## src/rtl/shift_rotate_sequencer_pkg.sv

```systemverilog
// Opcode and FSM encodings shared by the shift/rotate sequencer, its step
// logic and the control unit's ALU decode.
package shift_rotate_sequencer_pkg;

    localparam int OP_W = 3;

    typedef logic [OP_W-1:0] op_t;

    localparam op_t OP_SHR  = 3'b000;
    localparam op_t OP_SHRA = 3'b001;
    localparam op_t OP_SHL  = 3'b010;
    localparam op_t OP_ROR  = 3'b011;
    localparam op_t OP_ROL  = 3'b100;

    typedef enum logic [1:0] {
        IDLE = 2'b00,
        RUN  = 2'b01,
        DONE = 2'b10
    } state_e;

endpackage

```

## src/rtl/shift_rotate_sequencer_if.sv

```systemverilog
// Request/response bundle between the control unit (master) and the
// shift/rotate sequencer (slave).
interface shift_rotate_sequencer_if #(
    parameter int WIDTH = 32,
    parameter int CNT_W = 5
);

    logic                                        start;
    logic [shift_rotate_sequencer_pkg::OP_W-1:0] op;
    logic [WIDTH-1:0]                            value;
    logic [CNT_W-1:0]                            count;
    logic                                        busy;
    logic                                        done;
    logic [WIDTH-1:0]                            result;

    modport master (
        output start, op, value, count,
        input  busy, done, result
    );

    modport slave (
        input  start, op, value, count,
        output busy, done, result
    );

endinterface

```

## src/rtl/shift_rotate_sequencer_shift_step.sv

```systemverilog
// One single-bit shift/rotate step; unknown opcodes pass the operand through
// unchanged.
module shift_step
    import shift_rotate_sequencer_pkg::*;
#(
    parameter int WIDTH = 32
) (
    input  logic [WIDTH-1:0] acc,
    input  op_t              op,
    output logic [WIDTH-1:0] next_acc
);

    always_comb begin
        // NOTE: default assignment first so every path drives next_acc and no latch is inferred.
        next_acc = acc;
        case (op)
            OP_SHR:  next_acc = {1'b0, acc[WIDTH-1:1]};
            OP_SHRA: next_acc = {acc[WIDTH-1], acc[WIDTH-1:1]};
            OP_SHL:  next_acc = {acc[WIDTH-2:0], 1'b0};
            OP_ROR:  next_acc = {acc[0], acc[WIDTH-1:1]};
            OP_ROL:  next_acc = {acc[WIDTH-2:0], acc[WIDTH-1]};
            default: next_acc = acc;
        endcase
    end

endmodule

```

## src/rtl/shift_rotate_sequencer.sv

```systemverilog
// Multi-cycle shift/rotate controller: latches one request, applies one
// single-bit step per clock, then pulses done with the held result.
module shift_rotate_sequencer
    import shift_rotate_sequencer_pkg::*;
#(
    parameter int WIDTH = 32,
    parameter int CNT_W = 5
) (
    input logic                    clock,
    input logic                    clear,
    shift_rotate_sequencer_if.slave bus
);

    state_e           state;
    state_e           state_next;
    logic [WIDTH-1:0] acc;
    logic [WIDTH-1:0] acc_step;
    logic [WIDTH-1:0] result_q;
    op_t              op_q;
    logic [CNT_W-1:0] rem;

    shift_step #(
        .WIDTH (WIDTH)
    ) u_step (
        .acc      (acc),
        .op       (op_q),
        .next_acc (acc_step)
    );

    always_comb begin
        state_next = state;
        case (state)
            IDLE:    if (bus.start) state_next = RUN;
            RUN:     if (rem == '0) state_next = DONE;
            DONE:    state_next = IDLE;
            default: state_next = IDLE;
        endcase
    end

    always_ff @(posedge clock) begin
        // NOTE: registers use non-blocking assignments so every flop samples pre-edge values.
        if (clear) begin
            state <= IDLE;
        end else begin
            state <= state_next;
        end
    end

    // Operands are captured only on an accepted start; later input changes are ignored.
    always_ff @(posedge clock) begin
        if (clear) begin
            acc      <= '0;
            op_q     <= OP_SHR;
            rem      <= '0;
            result_q <= '0;
        end else begin
            case (state)
                IDLE: begin
                    if (bus.start) begin
                        acc  <= bus.value;
                        op_q <= bus.op;
                        rem  <= bus.count;
                    end
                end
                RUN: begin
                    if (rem == '0) begin
                        result_q <= acc;
                    end else begin
                        acc <= acc_step;
                        rem <= rem - CNT_W'(1);
                    end
                end
                default: ;
            endcase
        end
    end

    assign bus.busy   = (state != IDLE);
    assign bus.done   = (state == DONE);
    assign bus.result = result_q;

endmodule

```

## src/flat_wrapper.sv

```systemverilog
// flat-port wrapper written by rule: the top's interface ports become plain ports
module shift_rotate_sequencer_flat import shift_rotate_sequencer_pkg::*;
#(
    parameter int WIDTH = 32,
    parameter int CNT_W = 5
)
  (clock, clear, bus_start, bus_op, bus_value, bus_count, bus_busy, bus_done, bus_result);
  shift_rotate_sequencer_if #(.WIDTH(WIDTH), .CNT_W(CNT_W)) bus_i ();
  input logic clock;
  input logic clear;
  input wire logic [$bits(bus_i.start)-1:0] bus_start;
  input wire logic [$bits(bus_i.op)-1:0] bus_op;
  input wire logic [$bits(bus_i.value)-1:0] bus_value;
  input wire logic [$bits(bus_i.count)-1:0] bus_count;
  output wire logic [$bits(bus_i.busy)-1:0] bus_busy;
  output wire logic [$bits(bus_i.done)-1:0] bus_done;
  output wire logic [$bits(bus_i.result)-1:0] bus_result;
  assign bus_i.start = bus_start;
  assign bus_i.op = bus_op;
  assign bus_i.value = bus_value;
  assign bus_i.count = bus_count;
  assign bus_busy = bus_i.busy;
  assign bus_done = bus_i.done;
  assign bus_result = bus_i.result;
  shift_rotate_sequencer #(.WIDTH(WIDTH), .CNT_W(CNT_W)) u_core (.clock(clock), .clear(clear), .bus(bus_i));
endmodule
```

## config.mk

```make
export PLATFORM = sky130hd
export DESIGN_NAME = shift_rotate_sequencer_flat
export DESIGN_NICKNAME = d
export VERILOG_FILES = /design/src/rtl/shift_rotate_sequencer_pkg.sv /design/src/rtl/shift_rotate_sequencer_if.sv /design/src/rtl/shift_rotate_sequencer_shift_step.sv /design/src/rtl/shift_rotate_sequencer.sv /design/src/flat_wrapper.sv
export SDC_FILE = /design/constraint.sdc
export NUM_CORES = 1
export LEC_CHECK = 0
export ABC_AREA = 1
export ABC_CLOCK_PERIOD_IN_PS = 2440
export BUFFER_PORTS_ARGS = -buffer_cell sky130_fd_sc_hd__clkbuf_2
export CAP_MARGIN = 15
export CORE_ASPECT_RATIO = 0.6
export CORE_MARGIN = 2
export CORE_UTILIZATION = 30
export CTS_CLUSTER_DIAMETER = 80
export CTS_CLUSTER_SIZE = 25
export DETAILED_ROUTE_END_ITERATION = 10
export SKIP_CTS_REPAIR_TIMING = 1
export SYNTH_ARGS = -nofsm -noshare
export SYNTH_HDL_FRONTEND = slang
export SYNTH_SLANG_ARGS = --single-unit
```

## constraint.sdc

```tcl
create_clock -name clock -period 2.44 [get_ports clock]
set_input_delay 0.244 -clock clock [delete_from_list [all_inputs] [get_ports clock]]
set_output_delay 0.244 -clock clock [all_outputs]
set_load 0.01 [all_outputs]
```

; Word level (Yosys, flattened, before mapping)
; Cells that the tools add are included.
[op_classes]
addsub = 1
eq_ne = 12
muxes = 10
reduce_logical = 11
[op_table]
columns = cell, n
row1 = 32-bit one-hot mux with 5 select lines, 1
row2 = 32-bit 2-to-1 mux, 2
row3 = 32-bit one-hot mux with 2 select lines, 1
row4 = 5-bit 2-to-1 mux, 2
row5 = 5-bit one-hot mux with 2 select lines, 1
row6 = 3-bit by 2-bit == test with 1-bit output (second input constant), 2
row7 = 2-bit inequality test (second input constant), 3
row8 = 6-bit inequality test (second input constant), 1
row9 = 2-bit AND reduction, 3
row10 = 5-bit logical NOT, 1
row11 = 5-bit inequality test (second input constant), 1
row12 = 5-bit AND reduction, 1
row13 = 5-bit by 1-bit subtractor with 5-bit output (second input constant), 1
row14 = 2-bit 2-to-1 mux, 2
row15 = 2-bit one-hot mux with 2 select lines, 1
row16 = 4-bit AND reduction, 1
row17 = 2-bit nonzero test, 2
row18 = 3-bit by 1-bit == test with 1-bit output (second input constant), 1
row19 = 3-bit == test (second input constant), 1
row20 = 3-bit logical NOT, 1
row21 = 3-bit AND reduction, 1
row22 = 2-bit by 1-bit == test with 1-bit output (second input constant), 1
row23 = 2-bit == test (second input constant), 1
row24 = 2-bit logical NOT, 1
row25 = 2-bit by 1-bit inequality test with 1-bit output (second input constant), 1
[word_totals]
reg_bits = 74
in_bits = 43
output_inout_bits = 34

; Logic depth before layout (Yosys ltp)
; Gate-level depths: netlist of the first run.
[depth]
word_depth = 4
depth_mapped = 10
mapped_depth_nobuf = 9

; Cells and area by module
; A second synthesis of the first run with hierarchy kept.
[hier_totals]
hier_cells = 664
area_unflattened_um2 = 3965.1
[by_module_without_submodules]
columns = mod, instances, cells_per_inst, area_per_inst_um2, seq_area_each_um2
row1 = shift_rotate_sequencer, 1, 451, 3108.0, 1481.4
row2 = shift_step, 1, 213, 857.1, 0.0

; Worst setup path after synthesis of the first run
; OpenSTA, ideal clock, no wires.
[synth_path]
path_type = reg2reg
startpoint = register u_core.rem[0]
endpoint = register u_core.acc[0]
arrival_time_ps = 1250
required_ps = 2328
setup_slack_ps = 1079
stages_incl_launch_ff = 10
path_buffers = 1
period_less_slack_ps = 1361
cell_sequence = dfxtp_1 -> inv_1 -> ha_1 -> nand3_2 -> nand2_2 -> nand2_4 -> nand2_4 -> buf_2 -> nor2_1 -> nor2_1
[synth_between]
elab_chain_len = 3
[synth_lines]
columns = element, line
row1 = from (decl), shift_rotate_sequencer.sv:20  ; logic [CNT_W-1:0] rem;
row2 = from (signal assigned), shift_rotate_sequencer.sv:62  ; rem <= bus.count;
row3 = from (signal assigned), shift_rotate_sequencer.sv:70  ; rem <= rem - CNT_W'(1);
row4 = 5-bit logical NOT, shift_rotate_sequencer.sv:66  ; if (rem == '0) begin
row5 = 2-bit inequality test (no source line), n/a
row6 = 4-bit AND reduction (no source line), n/a
row7 = to (signal assigned), shift_rotate_sequencer.sv:60  ; acc <= bus.value;
row8 = to (signal assigned), shift_rotate_sequencer.sv:69  ; acc <= acc_step;
row9 = to (decl), shift_rotate_sequencer.sv:16  ; logic [WIDTH-1:0] acc;
; No other way between the ends.
; A chain may end at the register's enable or synchronous reset.

; Worst setup path after layout of the first run
[layout_path]
startpoint = register u_core.rem[1]
endpoint = register u_core.acc[7]
; The elaborated chain is that of the path after synthesis.

==> results.txt, run 1 <==
- The run finished with clean final reports.
- Average instance area after synthesis: between 6 and 7 sq um
- Clock transition at the registers of the reported paths: 0.06 ns
- The most critical setup path has its startpoint at u_core.rem[1].
- The Yosys step of the flow raised 0 warnings.
* Relative slew slack: between 50 and 60%
- Worst setup path endpoint: u_core.acc[7]
* Peak Freq: 0.552 GHz
- Unrepaired setup endpoints after global routing: false
* Number of cells on the worst reg-to-reg path: 9
- In this run the tool buffered the top-level ports with 76 buffer cells.
- At the pin with the least slew margin, the transition time is roughly 0.63 ns.
- Endpoints failing hold: 0
- The congestion estimate from routability-driven global placement came to between 0.8 and 0.9.
- Launch point of the worst reg-to-reg path: u_core.rem[1]
- Counting flops and latches in the post-synthesis netlist gives 74.
- For this run, design rule violations remaining after detail routing come to 0.
- First-iteration detailed-routing DRC count: roughly 260
* Count of fill cells added during filler insertion: 1,307
- Combinational family with the most area after synthesis: simple AND/OR/NAND/NOR gates
- STA classifies the critical path endpoint as a flop.
- The number of clock buffers added by TritonCTS is 9.
- Adder and majority cell fraction of the synthesized area: 0.341%
- FF-to-FF setup slack: approximately 0.63 ns
- Total routed wirelength: roughly 10,000 um
* Clock sink count: 74
- The H-tree was split into 3 levels.
- Tot GR Track Use: between 15 and 20%
* Number of setup violations in the final report: 0
- Post-synthesis share of cell area spent on and, or, nand and nor gates: between 30 and 40%
- Number of nets in the synthesized netlist: between 600 and 700
* Largest net degree at the start of global routing: 70
- Overall die width: between 100 and 150 um
- Sort of element at the start of the critical path: flop
- Using the TritonRoute via totals, the vias-per-cell ratio works out to 4.76.
- Placed Cells: 786
* Share of post-route cells with drive strength above 1: 17.3%
- Clock tree from TritonCTS: built
* Post-layout min period: around 1.8 ns
- Post-route ant nets: 0
* HPWL reported at the end of detailed placement: approximately 7000 um
- The first detailed-routing pass ran for 4 iterations.
- Die height: roughly 90 um
* Number of antenna violations at the first check in global routing: 0
- For this run, the number of standard cells in the final layout without fillers is 801.
- Biggest fanout along the worst timing path: 62
- STA puts the critical path data arrival time at between 2 and 2.5 ns.
* Ratio of final minimum period to clock period: around three quarters
- End of the worst register-to-register path: u_core.acc[7]
- In the final routed layout, each cell accounts on average for around 13 um.
- Area growth, synth to finish: 21.6%
- The clock passes through at most 2 buffers.
* Ant diodes: 0
- Between clock sinks in the finished design, the worst skew comes to roughly 0.0039 ns.
- Summing every instance area after synthesis gives ~0.0037 sq mm.
* Peak supply drop: 400 uV
- STA puts the critical path data required time at approximately 2.7 ns.
- Initial core utilization: between 30% and 40%
- Latest clock arrival within the worst-skew pair: about 0.34 ns
- At the end of the flow, the number of nets in the layout was just under 700.
- Compound-gate portion of the synthesized area: 11.2%
- Number of cells produced by synthesis: about 570
- Num ports: 77
- Die outline area: approximately 0.013 sq mm
* Total power per unit cell area: 926 mW/mm^2
* Number of vias in the routed layout: approximately 3,800
- The portion of synthesized area spent on multiplexers is 0%.
- The share of the Yosys chip area taken by registers is between 40% and 50%.
- Summing the areas of all xor and xnor instances in the mapped netlist gives 0% of the synthesized area.
* Total overflow reported by the global router: 0
- Cell row count: 31
* Number of global-route vias before repair: approximately 3,300
- Post-synth cell types: 22
* Cell at the root of the clock tree: sky130_fd_sc_hd__clkbuf_16
* Total leakage power: about 2.3 nW
* Kind of critical path: reg2reg
* Setup total negative slack: 0 ns
* Hold/Removal Path Class: in2reg
* Core Region: 0.0120 sq mm
* Wire length of the first global-routing pass: around 17,000 um
* Maximum Capacitance Violations: 0
* Pins Over Slew Limit: 0
per-layer routing:
metal | global-route usage (%) | up-vias | share of wire (%)
met5 | 0 | - | 0
met4 | 4.94 | 0 | 1.3
met3 | 4.80 | 13 | 7.2
met2 | 23.8 | 134 | 41
met1 | 22.7 | 1711 | 51
li1 | - | 1951 | -
cells by family (layout without fill, tap and decap cells):
kind of cell    Yosys count  in the layout
flops                    74             74
simple gates            330            330
fa+ha+maj                 1              1
compound gates           82             82
buf+inv                  85            149
sequential cells by signal, summed over array words and instances (netlist names):
name / count
u_core.acc: 32
u_core.bus.result: 32
u_core.op_q: 3
u_core.rem: 5
u_core.state: 2
worst max-delay path, stage by stage (launching register included):
cell	delay (ns)
sky130_fd_sc_hd__dfxtp_1	0.31
sky130_fd_sc_hd__inv_1	0.09
sky130_fd_sc_hd__ha_1	0.20
sky130_fd_sc_hd__nand3_2	0.15
sky130_fd_sc_hd__nand2_2	0.12
sky130_fd_sc_hd__nand2_4	0.08
sky130_fd_sc_hd__nand2_4	0.49
sky130_fd_sc_hd__nand2_1	0.12
sky130_fd_sc_hd__nand2_1	0.09
sky130_fd_sc_hd__nor2_1	0.04
where the power goes:
| group | switching, mW | internal (mW) | total [mW] |
|---|---|---|---|
| Sequential | 0.0893 | 1.42 | 1.51 |
| Clock | 0.490 | 0.868 | 1.36 |
| Combinational | 0.844 | 0.422 | 1.27 |
| Total | 1.42 | 2.71 | 4.13 |
cell usage after synthesis:
cell	number	area share, %
sky130_fd_sc_hd__a21oi_1	39	5.3
sky130_fd_sc_hd__buf_1	5	0.51
sky130_fd_sc_hd__buf_2	17	2.3
sky130_fd_sc_hd__buf_4	2	0.41
sky130_fd_sc_hd__buf_6	3	0.92
sky130_fd_sc_hd__clkbuf_1	11	1.1
sky130_fd_sc_hd__dfxtp_1	74	40
sky130_fd_sc_hd__ha_1	1	0.34
sky130_fd_sc_hd__inv_1	44	4.5
sky130_fd_sc_hd__inv_2	2	0.20
sky130_fd_sc_hd__inv_4	1	0.17
sky130_fd_sc_hd__nand2_1	183	19
sky130_fd_sc_hd__nand2_2	2	0.34
sky130_fd_sc_hd__nand2_4	2	0.61
sky130_fd_sc_hd__nand3_1	34	4.6
sky130_fd_sc_hd__nand3_2	1	0.27
sky130_fd_sc_hd__nand4_1	31	5.3
sky130_fd_sc_hd__nor2_1	75	7.7
sky130_fd_sc_hd__nor2_4	1	0.31
sky130_fd_sc_hd__nor3_1	1	0.14
sky130_fd_sc_hd__o21ai_0	33	4.5
sky130_fd_sc_hd__o21ai_1	10	1.4
metrics by stage:
stage / hold slack (ns) / worst slack [ns] / power, mW / utilization [%] / instance area (sq um)
2_1_floorplan: 0.323 / 1.08 / 2.46 / - / 3670
3_3_place_gp: 0.445 / 0.734 / 2.76 / 34.7 / 4160
3_5_place_dp: 0.455 / 0.670 / 2.79 / 34.7 / 4160
4_1_cts: 0.128 / 0.653 / 4.16 / 37.2 / 4460
5_1_grt: 0.137 / 0.467 / 4.43 / 37.2 / 4460
6_report: 0.141 / 0.627 / 4.13 / 37.2 / 4460
how the worst min path moves through the flow:
stage	start	end	slack, ns	cells past startpoint
final	clear	u_core.state[1]	0.14	2
after global routing	clear	u_core.state[1]	0.14	2
after global placement	u_core.rem[1]	u_core.rem[1]	0.44	2
after detailed placement	u_core.rem[1]	u_core.rem[1]	0.45	2
after CTS	clear	u_core.state[1]	0.13	2
after floorplan	clear	u_core.state[1]	0.32	1
area by class of cell:
cell class / count / area (sq um) / area share [%]
well taps: 165 / 206 / 4.62
multi-input cells: 413 / 1820 / 40.7
clock buffers: 13 / 270 / 6.05
repair buffers: 87 / 475 / 10.7
inverters: 47 / 179 / 4.01
flip-flops and latches: 74 / 1480 / 33.2
clock inverters: 2 / 35.0 / 0.785
placed cells by master (no fill, tap or decap), types with 3 or more instances in the layout:
| cell type | synthesis | final |
|---|---|---|
| sky130_fd_sc_hd__nand2_1 | 183 | 183 |
| sky130_fd_sc_hd__clkbuf_2 | 0 | 76 |
| sky130_fd_sc_hd__nor2_1 | 75 | 75 |
| sky130_fd_sc_hd__dfxtp_1 | 74 | 74 |
| sky130_fd_sc_hd__inv_1 | 44 | 43 |
| sky130_fd_sc_hd__a21oi_1 | 39 | 39 |
| sky130_fd_sc_hd__nand3_1 | 34 | 34 |
| sky130_fd_sc_hd__o21ai_0 | 33 | 33 |
| sky130_fd_sc_hd__nand4_1 | 31 | 31 |
| sky130_fd_sc_hd__o21ai_1 | 10 | 10 |
| sky130_fd_sc_hd__buf_4 | 2 | 10 |
| sky130_fd_sc_hd__clkbuf_16 | 0 | 9 |
| sky130_fd_sc_hd__clkbuf_8 | 0 | 3 |
Note: power is estimated with default switching activity, not from simulation.
==> run 2: changes to the inputs <==
--- a/config.mk
+++ b/config.mk
@@ -6,7 +6,7 @@
 export NUM_CORES = 1
 export LEC_CHECK = 0
 export ABC_AREA = 1
-export ABC_CLOCK_PERIOD_IN_PS = 2440
+export ABC_CLOCK_PERIOD_IN_PS = 1600
 export BUFFER_PORTS_ARGS = -buffer_cell sky130_fd_sc_hd__clkbuf_2
 export CAP_MARGIN = 15
 export CORE_ASPECT_RATIO = 0.6
==> constraint.sdc (replaced) <==
create_clock -name clock -period 1.6 [get_ports clock]
set_input_delay 0.16 -clock clock [delete_from_list [all_inputs] [get_ports clock]]
set_output_delay 0.16 -clock clock [all_outputs]
set_load 0.01 [all_outputs]
==> run 2 against run 1 <==
Die area is the same; total power is 56% higher; worst setup slack worse by 0.53 ns; fmax is 20% higher; combinational power up 71%; critical path depth increased by 1; clock skew is 0.0042 ns higher; global-route usage up 0.37 points.
==> results.txt, run 2 (synthesized netlist as in run 1, its figures left out) <==
- Status: completed
- Ratio of final minimum period to clock period: a little over nine tenths
- H-tree depth reported by CTS: 3
- Final weighted congestion in routability-driven placement: roughly 0.84
- Cts bufs inserted: 9
- Data on the critical path arrives at its endpoint at between 1.5 and 2 ns.
* Setup crit start: u_core.rem[0]
- Summing over every cut layer, the via total after detailed routing is around 4,000.
- Max incr delay on CP: 0.32 ns
- Total overflow reported by the global router: 0
- Traced cell by cell, the critical path runs through inv_1 -> ha_2 -> nand3_4 -> nand2_2 -> nand2_4 -> nand2_8 -> buf_12 -> nand2_1 -> nand2_1 -> nor2_1.
* Total leakage power: ~2.3 nW
- The floorplan step defined a die boundary enclosing approximately 0.013 sq mm.
- Largest net degree at the start of global routing: 70
- Start point of the worst min-delay path: clear
* Biggest fanout along the worst timing path: 17
- Area growth, synth to finish: 25.9%
* Footprint of the multi-input gates: 0.00184 sq mm
- Clock transition at the registers of the reported paths: about 0.060 ns
- Number of global-route vias before repair: 3,572
* Cell family with the largest share of critical-path delay: simple AND/OR/NAND/NOR gates
* Critical path's slowest cell: sky130_fd_sc_hd__dfxtp_2
- Sequential Power Share: around 36%
- In this run the number of cells on the critical path is 10.
- 0 antenna diodes ended up in the layout.
- Post-layout min period: 1.51 ns
- The worst hold path passes through 2 cells.
- Of the total power, the clock network draws a little under a third.
* Initial core utilization: between 30% and 40%
* Power dissipated by switching net loads: roughly 2.3 mW
- Once detail routing completed, the nets flagged for antenna violations numbered 0.
* Critical path buffer and inverter count: 2
- Clock sink count: 74
* First drt pass iteration count: 4
- The path class of the tightest hold or removal check is in2reg.
- In this run the count of I/O pins placed on the die edge is 77.
- Maximum Capacitance Violations: 0
- Cell at the root of the clock tree: sky130_fd_sc_hd__clkbuf_16
* Share of post-route cells with drive strength above 1: about 18%
- Counting cells, the worst reg-to-reg path comes to 10.
- Clock tree from TritonCTS: built
* Logic pwr share: 33.7%
- CP endpoint kind: flop
- In the routed layout, each cell is associated on average with a via count of 4.82.
* Internal cell power: 4.17 mW
- Once detailed placement completed, the half-perimeter wirelength came to 6990 um.
- Tot GR Track Use: around 16%
- The number of endpoints with negative hold slack in the final report came to 0.
- Latest clock arrival within the worst-skew pair: between 0.3 and 0.4 ns
* Peak supply drop: about 650 uV
* DR DRC count: 0
* Number of antenna violations at the first check in global routing: 0
- Kind of critical path: reg2reg
- Clock skew: about 0.008 ns
- Core Region: between 0.01 and 0.015 sq mm
- In this run the horizontal extent of the chip is 147 um.
* Most frequent cells in the layout: sky130_fd_sc_hd__nand2_1 (183), sky130_fd_sc_hd__clkbuf_2 (76), sky130_fd_sc_hd__nor2_1 (75)
- The cell that appears most often on the critical path is sky130_fd_sc_hd__nand2_1.
* Switching Fraction: 35.3%
- Number of setup violations in the final report: 0
- Launch point of the worst reg-to-reg path: u_core.rem[0]
- The longest clock path from root to sink contains 2 buffers.
- Total power per unit cell area: between 1000 and 1500 mW/mm^2
- First-iteration detailed-routing DRC count: between 300 and 400
- The worst setup path is launched from a flop.
- Dividing the detail-routed wire length by the instance count gives around 13 um.
- Count of fill cells added during filler insertion: ~1,300
- Total non-filler cell area in the finished layout: roughly 0.0046 sq mm
- The net count of the finished layout is 682.
- The library cell used most frequently in the layout, excluding fill and tap cells, is sky130_fd_sc_hd__nand2_1.
- Worst Hold Slack: 0.0445 ns
* Pins Over Slew Limit: 0
- DP Area: 0.00426 sq mm
- STA puts the critical path data required time at ~1.8 ns.
- The worst pin sits at a relative slew slack of between 70% and 80%.
* Wire length of the first global-routing pass: between 15,000 and 20,000 um
- The count of buffers added on input and output ports is 76.
* Peak Freq: between 0.6 and 0.7 GHz
- Total routed wirelength: approximately 11,000 um
- For the pin with the worst max-slew slack, the measured transition is between 0.3 and 0.4 ns.
- The floorplan has 31 rows.
- In the final layout, flip-flops and latches occupy roughly 0.0015 sq mm.
- Die height: approximately 90 um
[run 2: cell types whose count changed in the layout (fill, tap and decap cells not counted), sizes merged]
cell,delta
buf,+4
clkinv,+1
clkinvlp,+2
[run 2: metal layers]
metal / vias up / GRT usage, % / share of wire [%]
met2: 139 / 26.2 / 42
met5: - / 0 / 0
met4: 0 / 5.12 / 0.87
met1: 1786 / 22.1 / 50
li1: 1965 / - / -
met3: 8 / 4.55 / 6.8
[run 2: area by class of cell]
cell class | instances | share of cell area [%]
multi-input combinational | 413 | 39.7
clock buffer | 11 | 5.04
tap | 165 | 4.47
sequential | 74 | 32.1
timing repair buffer | 93 | 13.6
clock inverter | 5 | 1.19
inverter | 47 | 3.87
[run 2: stage by stage]
stage	utilization [%]	cells	TNS [ns]	power [mW]	setup WS, ns
after detailed placement	35.5	789	0	4.37	0.116
after floorplan	-	572	0	3.76	0.239
final	38.6	808	0	6.45	0.0930
after global routing	38.6	808	-0.00303	6.92	-0.00303
after CTS	37.9	805	0	6.37	0.0902
after global placement	35.5	789	0	4.31	0.184
[run 2: path summary, 6_finish.rpt]
path / end / slack [ns]
max reg2reg: u_core.acc[23] / 0.09
max: u_core.acc[23] / 0.09
min: u_core.state[1] / 0.04
min reg2reg: u_core.rem[1] / 0.46
[run 2: power by group through the flow]
stage	logic [mW]	clock network (mW)	registers (mW)
floorplan	1.38	0	2.37
CTS	2.05	2.02	2.30
detailed placement	2.03	0	2.34
global route	2.46	2.12	2.34
global placement	1.99	0	2.33
finish	2.17	1.98	2.30
==> run 3: changes to the inputs <==
--- a/config.mk
+++ b/config.mk
@@ -6,9 +6,9 @@
 export NUM_CORES = 1
 export LEC_CHECK = 0
 export ABC_AREA = 1
-export ABC_CLOCK_PERIOD_IN_PS = 1600
+export ABC_CLOCK_PERIOD_IN_PS = 1400
 export BUFFER_PORTS_ARGS = -buffer_cell sky130_fd_sc_hd__clkbuf_2
-export CAP_MARGIN = 15
+export CAP_MARGIN = 40
 export CORE_ASPECT_RATIO = 0.6
 export CORE_MARGIN = 2
 export CORE_UTILIZATION = 30
==> constraint.sdc (replaced) <==
create_clock -name clock -period 1.4 [get_ports clock]
set_input_delay 0.14 -clock clock [delete_from_list [all_inputs] [get_ports clock]]
set_output_delay 0.14 -clock clock [all_outputs]
set_load 0.01 [all_outputs]
==> run 3 against run 2 <==
Sequential share of layout area decreased by 1.1 points; routed wire length increased by 2.3%; register-to-register slack got worse by 0.07 ns; largest cell class unchanged; worst setup slack got worse by 0.073 ns; combinational power increased by 24%; global-route usage about the same; clock-buffer cell count increased by 2; sequential power increased by 15%; via count increased by 1.1%; non-clock buffer count increased by 13; total power increased by 15%; critical path depth decreased by 1.
==> results.txt, run 3 (synthesized netlist as in run 1, its figures left out) <==
* Hold path depth: 2
- For this run, design rule violations remaining after detail routing come to 0.
- The number of endpoints with negative hold slack in the final report came to 0.
- Register area: approximately 0.0015 sq mm
- After floorplanning, the core was sized to cover between 0.01 and 0.015 sq mm.
* Clock sink count: 74
- Walking the worst path, the cells encountered are inv_2 -> ha_4 -> nand3_4 -> nand2_4 -> nand2_4 -> nand2_8 -> clkbuf_16 -> nor2_1 -> nor2_1.
- The die covers between 0.01 and 0.015 sq mm.
- Dividing total power by cell area gives a power density of ~1500 mW/mm^2.
- The initialized floorplan defines 31 standard-cell rows.
* Most common cell after layout, fill and taps aside: sky130_fd_sc_hd__nand2_1
- Summing all non-filler instances in the final layout gives an area of 0.00480 sq mm.
- The floorplan step set the die height to roughly 90 um.
- Detail-routed via count per cell: 4.80
- The H-tree generated during clock tree synthesis spans 3 levels.
- Utilization after layout: around two fifths
- The die is 147 um wide.
- TritonCTS built the clock tree.
- The repair_antennas step left the layout with diodes totalling 0.
- Detailed-route wire length per cell: 13.5 um
- Maximum Capacitance Violations: 0
- Sequential Power Share: between 30 and 40%
* Kind of critical path: reg2reg
- The detail route stage leaves a number of antenna-violating nets equal to 0.
- Summed over all cells, the static leakage comes to between 2 and 2.5 nW.
- Footprint of the multi-input gates: about 0.0019 sq mm
- Number of vias in the routed layout: 3,941
- In this run the tightest slew margin relative to its limit is 79.7%.
- In the global route stage, overall resource usage came out at between 10% and 20%.
- In this run, the number of DRC markers left after iteration 0 of detailed routing was around 240.
* Area growth, synth to finish: 30.8%
* Cell at the root of the clock tree: sky130_fd_sc_hd__clkbuf_16
- The routed design could run at a clock period as short as ~1.4 ns.
* Hold/Removal Path Class: in2reg
- Most frequent cells in the layout: sky130_fd_sc_hd__nand2_1 (174), sky130_fd_sc_hd__clkbuf_2 (76), sky130_fd_sc_hd__dfxtp_1 (69)
* Final weighted congestion in routability-driven placement: 0.796
- For this design the total switching power over the nets is between 2 and 3 mW.
* Number of setup violations in the final report: 0
- Total routed wirelength: 11,100 um
- Peak supply drop: about 610 uV
* Count of fill cells added during filler insertion: 1,268
- Placed Cells: approximately 800
* DP Area: approximately 0.0043 sq mm
* Sort of element at the start of the critical path: flop
- Ratio of final minimum period to clock period: between 90% and 100%
- The internal portion of the total power is ~4.8 mW.
- The flow ran to the end, and the final reports show no timing, DRC or antenna violations.
- Peak Freq: roughly 0.72 GHz
- Clock skew: around 0.0072 ns
- Slew of the pin with the lowest slew margin: 0.304 ns
- After clock tree synthesis, the clock-pin slew on the worst setup and hold paths is ~0.06 ns.
* CP endpoint kind: flop
- Number of global-route vias before repair: between 3,000 and 4,000
- Max clock buf depth: 2
- Total overflow reported by the global router: 0
- Number of antenna violations at the first check in global routing: 0
- In the final timing run, aggregate negative setup slack is 0 ns.
- Count of placed standard cells in the final layout, fillers left out: around 820
* Required time reported for the critical path endpoint: about 1.6 ns
- Cts bufs inserted: 9
- Pins Over Slew Limit: 0
* Initial core utilization: 30.6%
- Of the total power, the share spent switching nets is between 30% and 40%.
- Max incr delay on CP: approximately 0.34 ns
* Latest clock arrival within the worst-skew pair: roughly 0.34 ns
* Biggest fanout along the worst timing path: 11
* HPWL reported at the end of detailed placement: ~7400 um
* Logic pwr share: 36.4%
- Arrival time worst endpoint: 1.62 ns
- Port buffering added 76 buffers.
- The first global-routing pass estimated 17,100 um of wire.
* Number of cells on the worst reg-to-reg path: 9
* Largest net degree at the start of global routing: just under 70
- Clock network fraction of total power: between 20% and 30%
- In the final layout, the share of cells above drive strength 1 is about a quarter.
* Unrepaired setup endpoints after global routing: true
- For this design the top-level I/O count stands at 77.
- The first TritonRoute pass finished after 5 iterations.
- Critical path's slowest cell: sky130_fd_sc_hd__dfxtp_2
* Total design power: 7.43 mW
* Final layout net count: 695
## run 3: final timing paths
| path | from | endpoint | slack (ns) |
|---|---|---|---|
| min | clear | u_core.state[1] | 0.08 |
| min reg2reg | u_core.rem[1] | u_core.rem[1] | 0.46 |
| max | u_core.rem[0] | u_core.acc[1] | 0.02 |
| max reg2reg | u_core.rem[0] | u_core.acc[1] | 0.02 |
## run 3: metrics by stage
stage / worst slack, ns / hold WS (ns)
floorplan: 0.0385 / 0.219
global placement: -0.00631 / 0.375
detailed placement: -0.119 / 0.378
CTS: -0.139 / 0.0205
global route: -0.0464 / 0.0751
finish: 0.0200 / 0.0760
## run 3: cell type report
type	count	share of cell area [%]
Multi-Input combinational cell	413	40.1
Sequential cell	74	31.0
Timing Repair Buffer	106	15.4
Clock buffer	13	5.21
Tap cell	165	4.30
Inverter	47	3.73
Clock inverter	3	0.313
## run 3: layer usage
layer / global-route usage [%] / routed length (um)
met5: 0 / 0
met4: 4.32 / 117
met3: 4.85 / 801
met2: 25.7 / 4710
met1: 22.4 / 5430
## run 3: power groups by stage
stage	logic, mW	registers (mW)	clock network [mW]
after detailed placement	2.39	2.67	0
after global placement	2.33	2.66	0
after CTS	2.40	2.63	2.16
after global routing	3.02	2.68	2.26
after floorplan	1.58	2.71	0
final	2.70	2.64	2.09
## run 3: worst max-delay path, delay by kind of cell (launching register included)
kind | cells | cell delay (ns)
AND/OR/NAND/NOR | 6 | 0.52
flip-flops | 1 | 0.34
buffers and inverters | 2 | 0.24
adder cells (fa/ha/maj) | 1 | 0.16
